--- config.mk ---
export PLATFORM = sky130hd
export DESIGN_NAME = ahb_csr_slave
export DESIGN_NICKNAME = d
export VERILOG_FILES = /design/src/rtl/ahb_csr_slave.sv
export SDC_FILE = /design/constraint.sdc
export NUM_CORES = 1
export LEC_CHECK = 0
export ABC_AREA = 1
export CORE_AREA = 2 2 256 258
export CTS_BUF_LIST = sky130_fd_sc_hd__clkbuf_8
export DETAILED_ROUTE_END_ITERATION = 10
export DIE_AREA = 0 0 258 260
export GPL_TIMING_DRIVEN = 0
export PLACE_DENSITY_LB_ADDON = 0.05
export REMOVE_ABC_BUFFERS = 1
export SLEW_MARGIN = 0
export SYNTH_ARGS = -nofsm -noshare
export SYNTH_HDL_FRONTEND = slang
export SYNTH_SLANG_ARGS = --single-unit
--- constraint.sdc ---
create_clock -name clk -period 2.4 [get_ports clk]
set_input_delay 0.6 -clock clk [delete_from_list [all_inputs] [get_ports clk]]
set_output_delay 0.6 -clock clk [all_outputs]
set_load 0.03 [all_outputs]
--- src/rtl/ahb_csr_slave.sv ---
// AHB-Lite responder for a bank of 32-bit control/status registers with
// programmable wait states, two-cycle ERROR responses and per-register strobes.
module ahb_csr_slave #(
    parameter int NUM_REGS    = 16,
    parameter int NUM_RW      = 8,
    parameter int WAIT_STATES = 1
) (
    input  logic                               clk,
    input  logic                               resetn,
    input  logic [31:0]                        haddr_i,
    input  logic                               hwrite_i,
    input  logic [2:0]                         hsize_i,
    input  logic [2:0]                         hburst_i,
    input  logic [3:0]                         hprot_i,
    input  logic [1:0]                         htrans_i,
    input  logic                               hmastlock_i,
    input  logic [31:0]                        hwdata_i,
    output logic                               hready_o,
    output logic                               hresp_o,
    output logic [31:0]                        hrdata_o,
    output logic [32*NUM_RW-1:0]               ctrl_o,
    input  logic [32*(NUM_REGS-NUM_RW)-1:0]    status_i,
    output logic [NUM_REGS-1:0]                wr_pulse_o,
    output logic [NUM_REGS-1:0]                rd_pulse_o
);

    localparam int IDX_W  = $clog2(NUM_REGS);
    localparam int NUM_RO = NUM_REGS - NUM_RW;

    typedef enum logic [2:0] {
        ST_IDLE,
        ST_WAIT,
        ST_DONE,
        ST_ERR1,
        ST_ERR2
    } state_t;

    state_t                   state_q, state_d;
    logic [3:0]               waitCnt_q, waitCnt_d;
    logic [IDX_W-1:0]         idx_q, idx_d;
    logic                     write_q, write_d;
    logic [1:0]               size_q, size_d;
    logic [1:0]               lane_q, lane_d;
    logic [NUM_RW-1:0][31:0]  ctrl_q;
    logic [NUM_REGS-1:0]      wrPulse_q, rdPulse_q;

    logic [IDX_W-1:0]         addrIdx;
    logic                     sizeBad, misaligned, outOfRange, roWrite, accessLegal;
    logic                     ready, accept;
    logic [31:0]              laneMask, rdSel;
    logic                     unusedInputs;

    // Inputs the register bank has no use for (region select is done upstream).
    assign unusedInputs = ^{hburst_i, hprot_i, hmastlock_i, haddr_i[31:30], htrans_i[0]};

    assign addrIdx     = haddr_i[IDX_W+1:2];
    assign sizeBad     = (hsize_i > 3'd2);
    assign misaligned  = ((hsize_i == 3'd1) && haddr_i[0]) ||
                         ((hsize_i == 3'd2) && (haddr_i[1:0] != 2'b00));
    assign outOfRange  = (haddr_i[29:IDX_W+2] != '0) || (int'(addrIdx) >= NUM_REGS);
    assign roWrite     = hwrite_i && (int'(addrIdx) >= NUM_RW);
    assign accessLegal = !(sizeBad || misaligned || outOfRange || roWrite);

    assign ready    = !((state_q == ST_WAIT) || (state_q == ST_ERR1));
    assign accept   = ready && htrans_i[1];
    assign hready_o = ready;
    assign hresp_o  = (state_q == ST_ERR1) || (state_q == ST_ERR2);

    // Any ready cycle doubles as an address phase, so DONE/ERR2 can chain transfers.
    always_comb begin
        state_d   = state_q;
        waitCnt_d = waitCnt_q;
        idx_d     = idx_q;
        write_d   = write_q;
        size_d    = size_q;
        lane_d    = lane_q;
        case (state_q)
            ST_WAIT: begin
                if (waitCnt_q == 4'd0) state_d = ST_DONE;
                else                   waitCnt_d = waitCnt_q - 4'd1;
            end
            ST_ERR1: state_d = ST_ERR2;
            default: state_d = state_q;
        endcase
        if (ready) begin
            state_d = ST_IDLE;
            if (accept) begin
                idx_d   = addrIdx;
                write_d = hwrite_i;
                size_d  = hsize_i[1:0];
                lane_d  = haddr_i[1:0];
                if (!accessLegal) begin
                    state_d = ST_ERR1;
                end else if (WAIT_STATES > 0) begin
                    state_d   = ST_WAIT;
                    waitCnt_d = 4'(WAIT_STATES - 1);
                end else begin
                    state_d = ST_DONE;
                end
            end
        end
    end

    always_comb begin
        case (size_q)
            2'd0:    laneMask = 32'h0000_00FF << {lane_q, 3'b000};
            2'd1:    laneMask = 32'h0000_FFFF << {lane_q[1], 4'b0000};
            default: laneMask = 32'hFFFF_FFFF;
        endcase
    end

    always_comb begin
        rdSel = '0;
        for (int i = 0; i < NUM_RW; i++) begin
            if (idx_q == IDX_W'(i)) rdSel = ctrl_q[i];
        end
        for (int i = 0; i < NUM_RO; i++) begin
            if (idx_q == IDX_W'(i + NUM_RW)) rdSel = status_i[i*32 +: 32];
        end
    end

    assign hrdata_o   = ((state_q == ST_DONE) && !write_q) ? rdSel : 32'd0;
    assign ctrl_o     = ctrl_q;
    assign wr_pulse_o = wrPulse_q;
    assign rd_pulse_o = rdPulse_q;

    always_ff @(posedge clk or negedge resetn) begin
        if (!resetn) begin
            state_q   <= ST_IDLE;
            waitCnt_q <= '0;
            idx_q     <= '0;
            write_q   <= 1'b0;
            size_q    <= '0;
            lane_q    <= '0;
        end else begin
            state_q   <= state_d;
            waitCnt_q <= waitCnt_d;
            idx_q     <= idx_d;
            write_q   <= write_d;
            size_q    <= size_d;
            lane_q    <= lane_d;
        end
    end

    // The edge that ends DONE is where a write lands and where both strobes are launched.
    always_ff @(posedge clk or negedge resetn) begin
        if (!resetn) begin
            ctrl_q    <= '0;
            wrPulse_q <= '0;
            rdPulse_q <= '0;
        end else begin
            wrPulse_q <= '0;
            rdPulse_q <= '0;
            if (state_q == ST_DONE) begin
                if (write_q) begin
                    wrPulse_q <= NUM_REGS'(1) << idx_q;
                    for (int i = 0; i < NUM_RW; i++) begin
                        if (idx_q == IDX_W'(i))
                            ctrl_q[i] <= (ctrl_q[i] & ~laneMask) | (hwdata_i & laneMask);
                    end
                end else begin
                    rdPulse_q <= NUM_REGS'(1) << idx_q;
                end
            end
        end
    end

endmodule
==> out/metrics.cfg <==
[timing]
hold_violations = 0
drv_slew = 0
max_freq_ghz = 0.278
period_share_pct = 150
fin_ws_ns = -1.20
fin_tns_setup_ns = -34.14
setup-violations-final = 32
fin_worst_skew_ns = 0.0376
tightest_slew_ns = 1.11
relSlewSlack_pct = 25.7
rsz0062_at_grt = true
fin_crit_ns = 3.60

[synth]
ys_types = 28
ys_seq_elements = 304
syn_avg_cell_area_um2 = 7.13
synth_sequential_area_ratio_pct = 49.1
yosys_warnings = 0
async_flop_share_pct = 100
synth_cells = 2171
ys.flop_type = dfrtp_1
synthesis.area_um2 = 15500
synth_edf_count = 0

[cts]
cts-root-buf = clkbuf_8
cts_max_level = 2
cts.path.max_buffers = 3
cts_buffers = 55
cts.sinks = 304
clk_latency_ns = 0.66
clkTransAtPathRegs_ns = 0.06
cts_tree = built

[floorplan]
start_util_pct = 24.1
ios = 658
core-area_um2 = 64100
die_w_um = 258
dieHeight_um = 260
die_area_um2 = 67100
row_count = 93

[grt]
grt_pass1_wl_mm = 129
first_global_vias = 17500
grt.total_usage_pct = 26.9
grt_start_max_net_pins = 108
gr-total-overflow = 0
antenna_found_initial = 8

[detailed_routing]
drt-pass1-iter-count = 4
wl_mm = 94.4
vias = 17500
antenna_left = 0
drc = 0
wl_per_cell_um = 24.9
routed_via_density = 4.63
drt_iter0_markers = 1195

[power]
leakagePower_nw = 12.5
irDropWorstVdd_uv = 465
p_per_area_nw_per_um2 = 1300
fin_total_pwr_mw = 33.6

[final_layout]
postLayoutCellArea_um2 = 25900
nets = 3229
nFillCells = 6624
multi_input_area_um2 = 7270
ff_latch_area_um2 = 7610
drive_gt1_share_pct = 12.8
synthToLayoutAreaGrowth_pct = 67.0

[worst_setup_path]
crit_family = simple AND/OR/NAND/NOR gates
crit_chain = inv_4, nand2_4, nor2_4, buf_12, inv_16, or2_0, nand2_1, nand4_1, nor2_1, nand4_1, nor2_1, nand3_2, nand2_2, inv_2, buf_6
reg2reg_slack_ns = 0.09
path_max_fanout = 5
reg2reg_depth = 8
critPathSlowestCell = dfrtp_2
path_buf_inv = 5
worstPathArrival_ns = 3.00
required_ns = 1.80
cp-start-kind = flip-flop
critPathCaptureType = output port
critPathKind = reg -> out
r2r_start = idx_q[0]
cpPeakStageDelay_ns = 0.47

[worst_hold_path]
hp-class = in -> async

[placement]
io_buffer_count = 646
dp_hpwl_mm = 65.3
place_area_um2 = 23100
gp_congestion = 0.891

[job]
cap_viol_max_count = 0

[outcome]
run_status = finished with violations
violations = setup timing

-- cell usage after synthesis (5+ instances only) --
cell type    n  area, um2
nor2_1     248        931
dfrtp_1    304       7610
nor2_2       7       43.8
nand2_1    833       3130
inv_1      187        702
nand2_2      6       37.5
or2_0       10       62.6
o21ai_0    270       1350
clkbuf_1    76        285
nand3_1     43        215
o21ai_1     13       65.1
buf_2       16       80.1
a21oi_1     18       90.1
or2_2       26        163
or2_1        6       37.5
nor4_1       5       31.3
nand4_1     83        519
-- final cells by class --
class / count / area share, %
Antenna cell: 5 / 0.0484
Clock buffer: 69 / 3.67
Clock inverter: 22 / 0.445
Inverter: 194 / 3.25
Multi-Input combinational cell: 1580 / 28.1
Sequential cell: 304 / 29.4
Tap cell: 855 / 4.14
Timing Repair Buffer: 752 / 30.6
Timing Repair inverter: 5 / 0.261
-- stage by stage --
stage / instances / hold slack [ns] / utilization, % / setup slack (ns)
after CTS: 3752 / 0.265 / 39.2 / -1.25
after detailed placement: 3596 / 0.377 / 36.1 / -2.57
after global routing: 3785 / 0.284 / 40.3 / -1.33
final: 3786 / 0.315 / 40.3 / -1.20
after global placement: 3579 / 0.486 / 35.3 / -13.75
after floorplan: 2078 / 0.304 / - / -1.23
-- logic make-up (layout without fill, tap and decap cells) --
group                      after synthesis  in the layout  synth area share (%)
and+or+nand+nor                       1275           1275                  33.8
DFF                                    304            304                  49.1
AOI/OAI and AO/OA                      303            303                  9.82
buffers and inverters                  287           1042                  7.09
adders and majority gates                1              1                0.0808
muxes                                    1              1                0.0727
other                                    0              5                     0
-- how the worst max path moves through the flow --
stage,start,to,slack [ns],cells after the start
2_1_floorplan,idx_q[0],hrdata_o[21],-1.23,9
3_3_place_gp,resetn,asynchronous set/reset pin,-13.75,1
3_5_place_dp,idx_q[0],hrdata_o[20],-2.57,11
4_1_cts,idx_q[0],hrdata_o[26],-1.25,15
5_1_grt,idx_q[1],hrdata_o[30],-1.33,16
6_report,idx_q[1],hrdata_o[26],-1.20,15
-- per-layer routing --
metal  track usage [%]  wire [um]  up-vias
met5                 0         46        -
met4              8.06       3470        6
met3              7.08       6530      144
met2              48.0      46700      683
met1              31.4      37700     8399
li1                  -          -     8289
-- report_power, final --
part | total (mW) | switching [mW] | internal (mW)
sequential | 8.66 | 1.68 | 6.98
clock | 4.96 | 2.31 | 2.65
combinational | 19.9 | 13.1 | 6.87
total | 33.6 | 17.1 | 16.5
-- cells in the final DEF, fill, tap and decap left out, types with 24 or more instances in the layout --
cell type	instances
buf_12	30
buf_4	66
clkbuf_8	69
clkdlybuf4s50_1	426
dfrtp_1	300
dlygate4sd2_1	132
dlymetal6s2s_1	53
inv_1	194
nand2_1	774
nand2_2	42
nand3_1	41
nand4_1	83
nor2_1	221
nor2_4	27
o21ai_0	270
or2_2	24
-- worst reg2reg max path, cell delays in order, from the launching register on --
cell and delay (ns):
dfrtp_2 0.46, buf_4 0.18, nor2_1 0.20, nand2_4 0.11, buf_6 0.16, buf_6 0.16, nor2_4 0.35, nand2_2 0.29
o21ai_0 0.28
-- repair_timing --
item                                    CTS  global route
endpoints found under the hold margin     9             0
hold buffers                              1             0
pin swaps                                46            50
gates cloned                              8             5
gates resized for setup                 474           127
endpoints found under the setup margin  446           256
buffers inserted                         56            25
No activity file was read; power rests on OpenSTA's default activity.
==> RTL change: new RTL, same flow settings <==
Make the reset (`resetn`) synchronous in 2 clocked blocks.
--- a/src/rtl/ahb_csr_slave.sv
+++ b/src/rtl/ahb_csr_slave.sv
@@ -125,5 +125,5 @@
     assign rd_pulse_o = rdPulse_q;
 
-    always_ff @(posedge clk or negedge resetn) begin
+    always_ff @(posedge clk) begin
         if (!resetn) begin
             state_q   <= ST_IDLE;
@@ -144,5 +144,5 @@
 
     // The edge that ends DONE is where a write lands and where both strobes are launched.
-    always_ff @(posedge clk or negedge resetn) begin
+    always_ff @(posedge clk) begin
         if (!resetn) begin
             ctrl_q    <= '0;
Function: not settled (the Yosys comparison gave no result); the edit may change what the design does.
==> RTL change against the original RTL <==
- the run still ends with negative setup slack left
- fmax is 5.0% higher
- routed wire length increased by 0.81%
- utilization grew 0.45 points
- sequential cell count did not move
- area after synthesis decreased by 1.7%
- global-route usage decreased by 0.24 points
- setup slack gained 170 ps
- design area up 1.1%
Power is not compared: it rests on default switching activity, and its combinational part moved more than twofold at a synthesized area within 25%.
==> RTL change: results (changes against the original RTL) <==
| Metric | Value |
|---|---|
| DR WL met3 | 6957 um (+6.5%) |
| Met2 routed WL | 46050 um (-1.4%) |
| Critical Path AT | 2830 ps (-170 ps) |
| Flop2flop setup slack | 100 ps |
| Critical-path top delay cell | dfxtp_4 |
| Clk root buf | clkbuf_8 |
| Max stage delay on crit path | 420 ps (-50 ps) |
| Maximum VDD drop | 0.0003793 V |
| All-Layer GR Usage | 26.63% (-0.24 points) |
| Critical path class | reg -> out |
| Final Net Count | 3455 (+7.0%) |
| Largest net degree at the start of global routing | 169 (+56%) |
| Vias per cell | 4.694 (+1.4%) |
| First-pass GRT wire length | 129700 um (+0.74%) |
| DP Area | 22640 sq um (-2.2%) |
| Reg2Reg Depth | 13 (+5) |
| Drt pass-1 iters | 5 (+1) |
| Post-Route WL | 95190 um (+0.81%) |
| DR iter-0 viols | 1222 (+2.3%) |
| Crit path max fanout | 6 (+1) |
| CTS buffer count | 60 (+9.1%) |
| Worst-margin pin slew | 1066 ps (-41.74 ps) |
| Sequential-to-total area share from yosys stat | 39.98% (-9.2 points) |
| Clock Tree Buf Depth | 3 (unchanged) |
| Avg Cell Area, Syn | 6.324 sq um (-11%) |
| Top area cells in the synthesized netlist | dfxtp_1 (40%), nor2_1 (16%), nand2_1 (10%) |
| Worst-Skew Late Latency | 680 ps (+20 ps) |
| Initial antenna violation count | 8 (unchanged) |
| WL met1 | 40070 um (+6.4%) |
| Final setup fails | 32 (unchanged) |
| Post-DP HPWL | 68250 um (+4.6%) |
| Uppermost layer routed | met5 |
| WHS | 377.7 ps (+62.99 ps) |
| Post-synth ARST share | 0% (-100 points) |
| Post-synth cell types | 30 (+7.1%) |
| Ys Warns | 0 (unchanged) |
| Hold Crit Class | in -> reg |
| Vias in the first global route | 18249 (+4.3%) |
| Global placer's final weighted congestion | 0.8779 (-1.4%) |
| CTS clock-pin slew for the worst setup and hold paths | 60 ps (about the same) |
| Violated checks | negative setup slack |
| Dpl cells | 3788 (+5.3%) |
| Main synth FF type | dfxtp_1 |
| Number of buffers added on ports | 646 (unchanged) |
| Layout cell share with drive strength beyond 1 | 16.89% (+4.1 points) |
| Final WS setup | -1029 ps (+171.3 ps) |
| Status | finished, violations left |
| Clk_skew | 21.99 ps (-15.65 ps) |
| FF-to-FF Start | idx_q[0] |
| Routed length per placed instance | 23.64 um (-5.2%) |
| H-Tree Depth | 2 (unchanged) |
| Setup TNS Final | -28920 ps (+5219 ps) |
| Most common library cells after synthesis | nor2_1 (651), nand2_1 (417), dfxtp_1 (304), o21ai_0 (256), inv_1 (150) |
| Hold_sp | resetn |
RTL change: cell types whose count changed after synthesis, sizes merged, moves of 26 or more:
cell | unedited run | this run
nor2 | 258 | 687
dfxtp | 0 | 304
nand2 | 839 | 419
a21oi | 18 | 101
or2 | 42 | 68
buf | 17 | 52
nand3 | 43 | 136
dfrtp | 304 | 0
RTL change: cell type report:
class | instances | area, sq um
Antenna cell | 3 | 7.507
Timing Repair inverter | 3 | 48.80
Clock buffer | 82 | 1129
Inverter | 194 | 857.1
Tap cell | 855 | 1070
Fill cell | 6579 | 37970
Sequential cell | 304 | 6101
Multi-Input combinational cell | 1777 | 8670
Timing Repair Buffer | 778 | 8113
Clock inverter | 30 | 151.4
RTL change: kinds of logic (layout without fill, tap and decap cells):
group	Yosys count	after routing	synth area share, %
simple gates	1405	1408	39.24
xor+xnor	1	1	0.05755
flops	304	304	39.98
compound gates	367	367	12.28
buf+inv	329	1087	8.352
fa+ha+maj	1	1	0.08219
other cells	0	3	0
RTL change: how the worst max path moves through the flow:
stage          slack, ps  depth (start not counted)  startpoint        endpoint
3_3_place_gp       -8540                          3      resetn  rd_pulse_o[11]
2_1_floorplan      -2770                         13    idx_q[2]     hrdata_o[0]
3_5_place_dp       -2220                         15    idx_q[1]     hrdata_o[0]
4_1_cts            -1080                         14    idx_q[2]     hrdata_o[4]
6_report           -1030                         15    idx_q[0]     hrdata_o[4]
5_1_grt            -1130                         14    idx_q[0]    hrdata_o[17]
RTL change: timing repair:
action / 4_1_cts / 5_1_grt
setup buffers: 81 / 29
gates resized for setup: 535 / 178
endpoints found under the setup margin: 454 / 144
gates cloned: 9 / 7
hold buffers: 0 / 0
pin swaps: 110 / 104
RTL change: power by group:
part	internal (mW)	switching [mW]	leakage, nW	total [mW]
clock	3.12	2.47	0.742	5.60
combinational	1.07	1.25	8.71	2.32
sequential	5.09	0.0430	2.45	5.13
RTL change: through the flow:
| stage | power [mW] | setup WS, ps |
|---|---|---|
| after floorplan | 5.820 | -2770 |
| after global placement | 6.955 | -8542 |
| after detailed placement | 7.009 | -2216 |
| after CTS | 13.03 | -1075 |
| after global routing | 13.52 | -1132 |
| final | 13.05 | -1029 |
RTL change: critical path, delay by kind of cell (launching register included):
family / cells / cell delay, ps
flops: 1 / 420
compound gates: 1 / 110
simple gates: 8 / 960
buf+inv: 6 / 650
RTL change: metal layers:
layer | vias up | global-route usage, %
met4 | 8 | 7.852
met3 | 104 | 6.667
met5 | - | 0
met1 | 8968 | 33.01
li1 | 9138 | -
met2 | 680 | 45.46
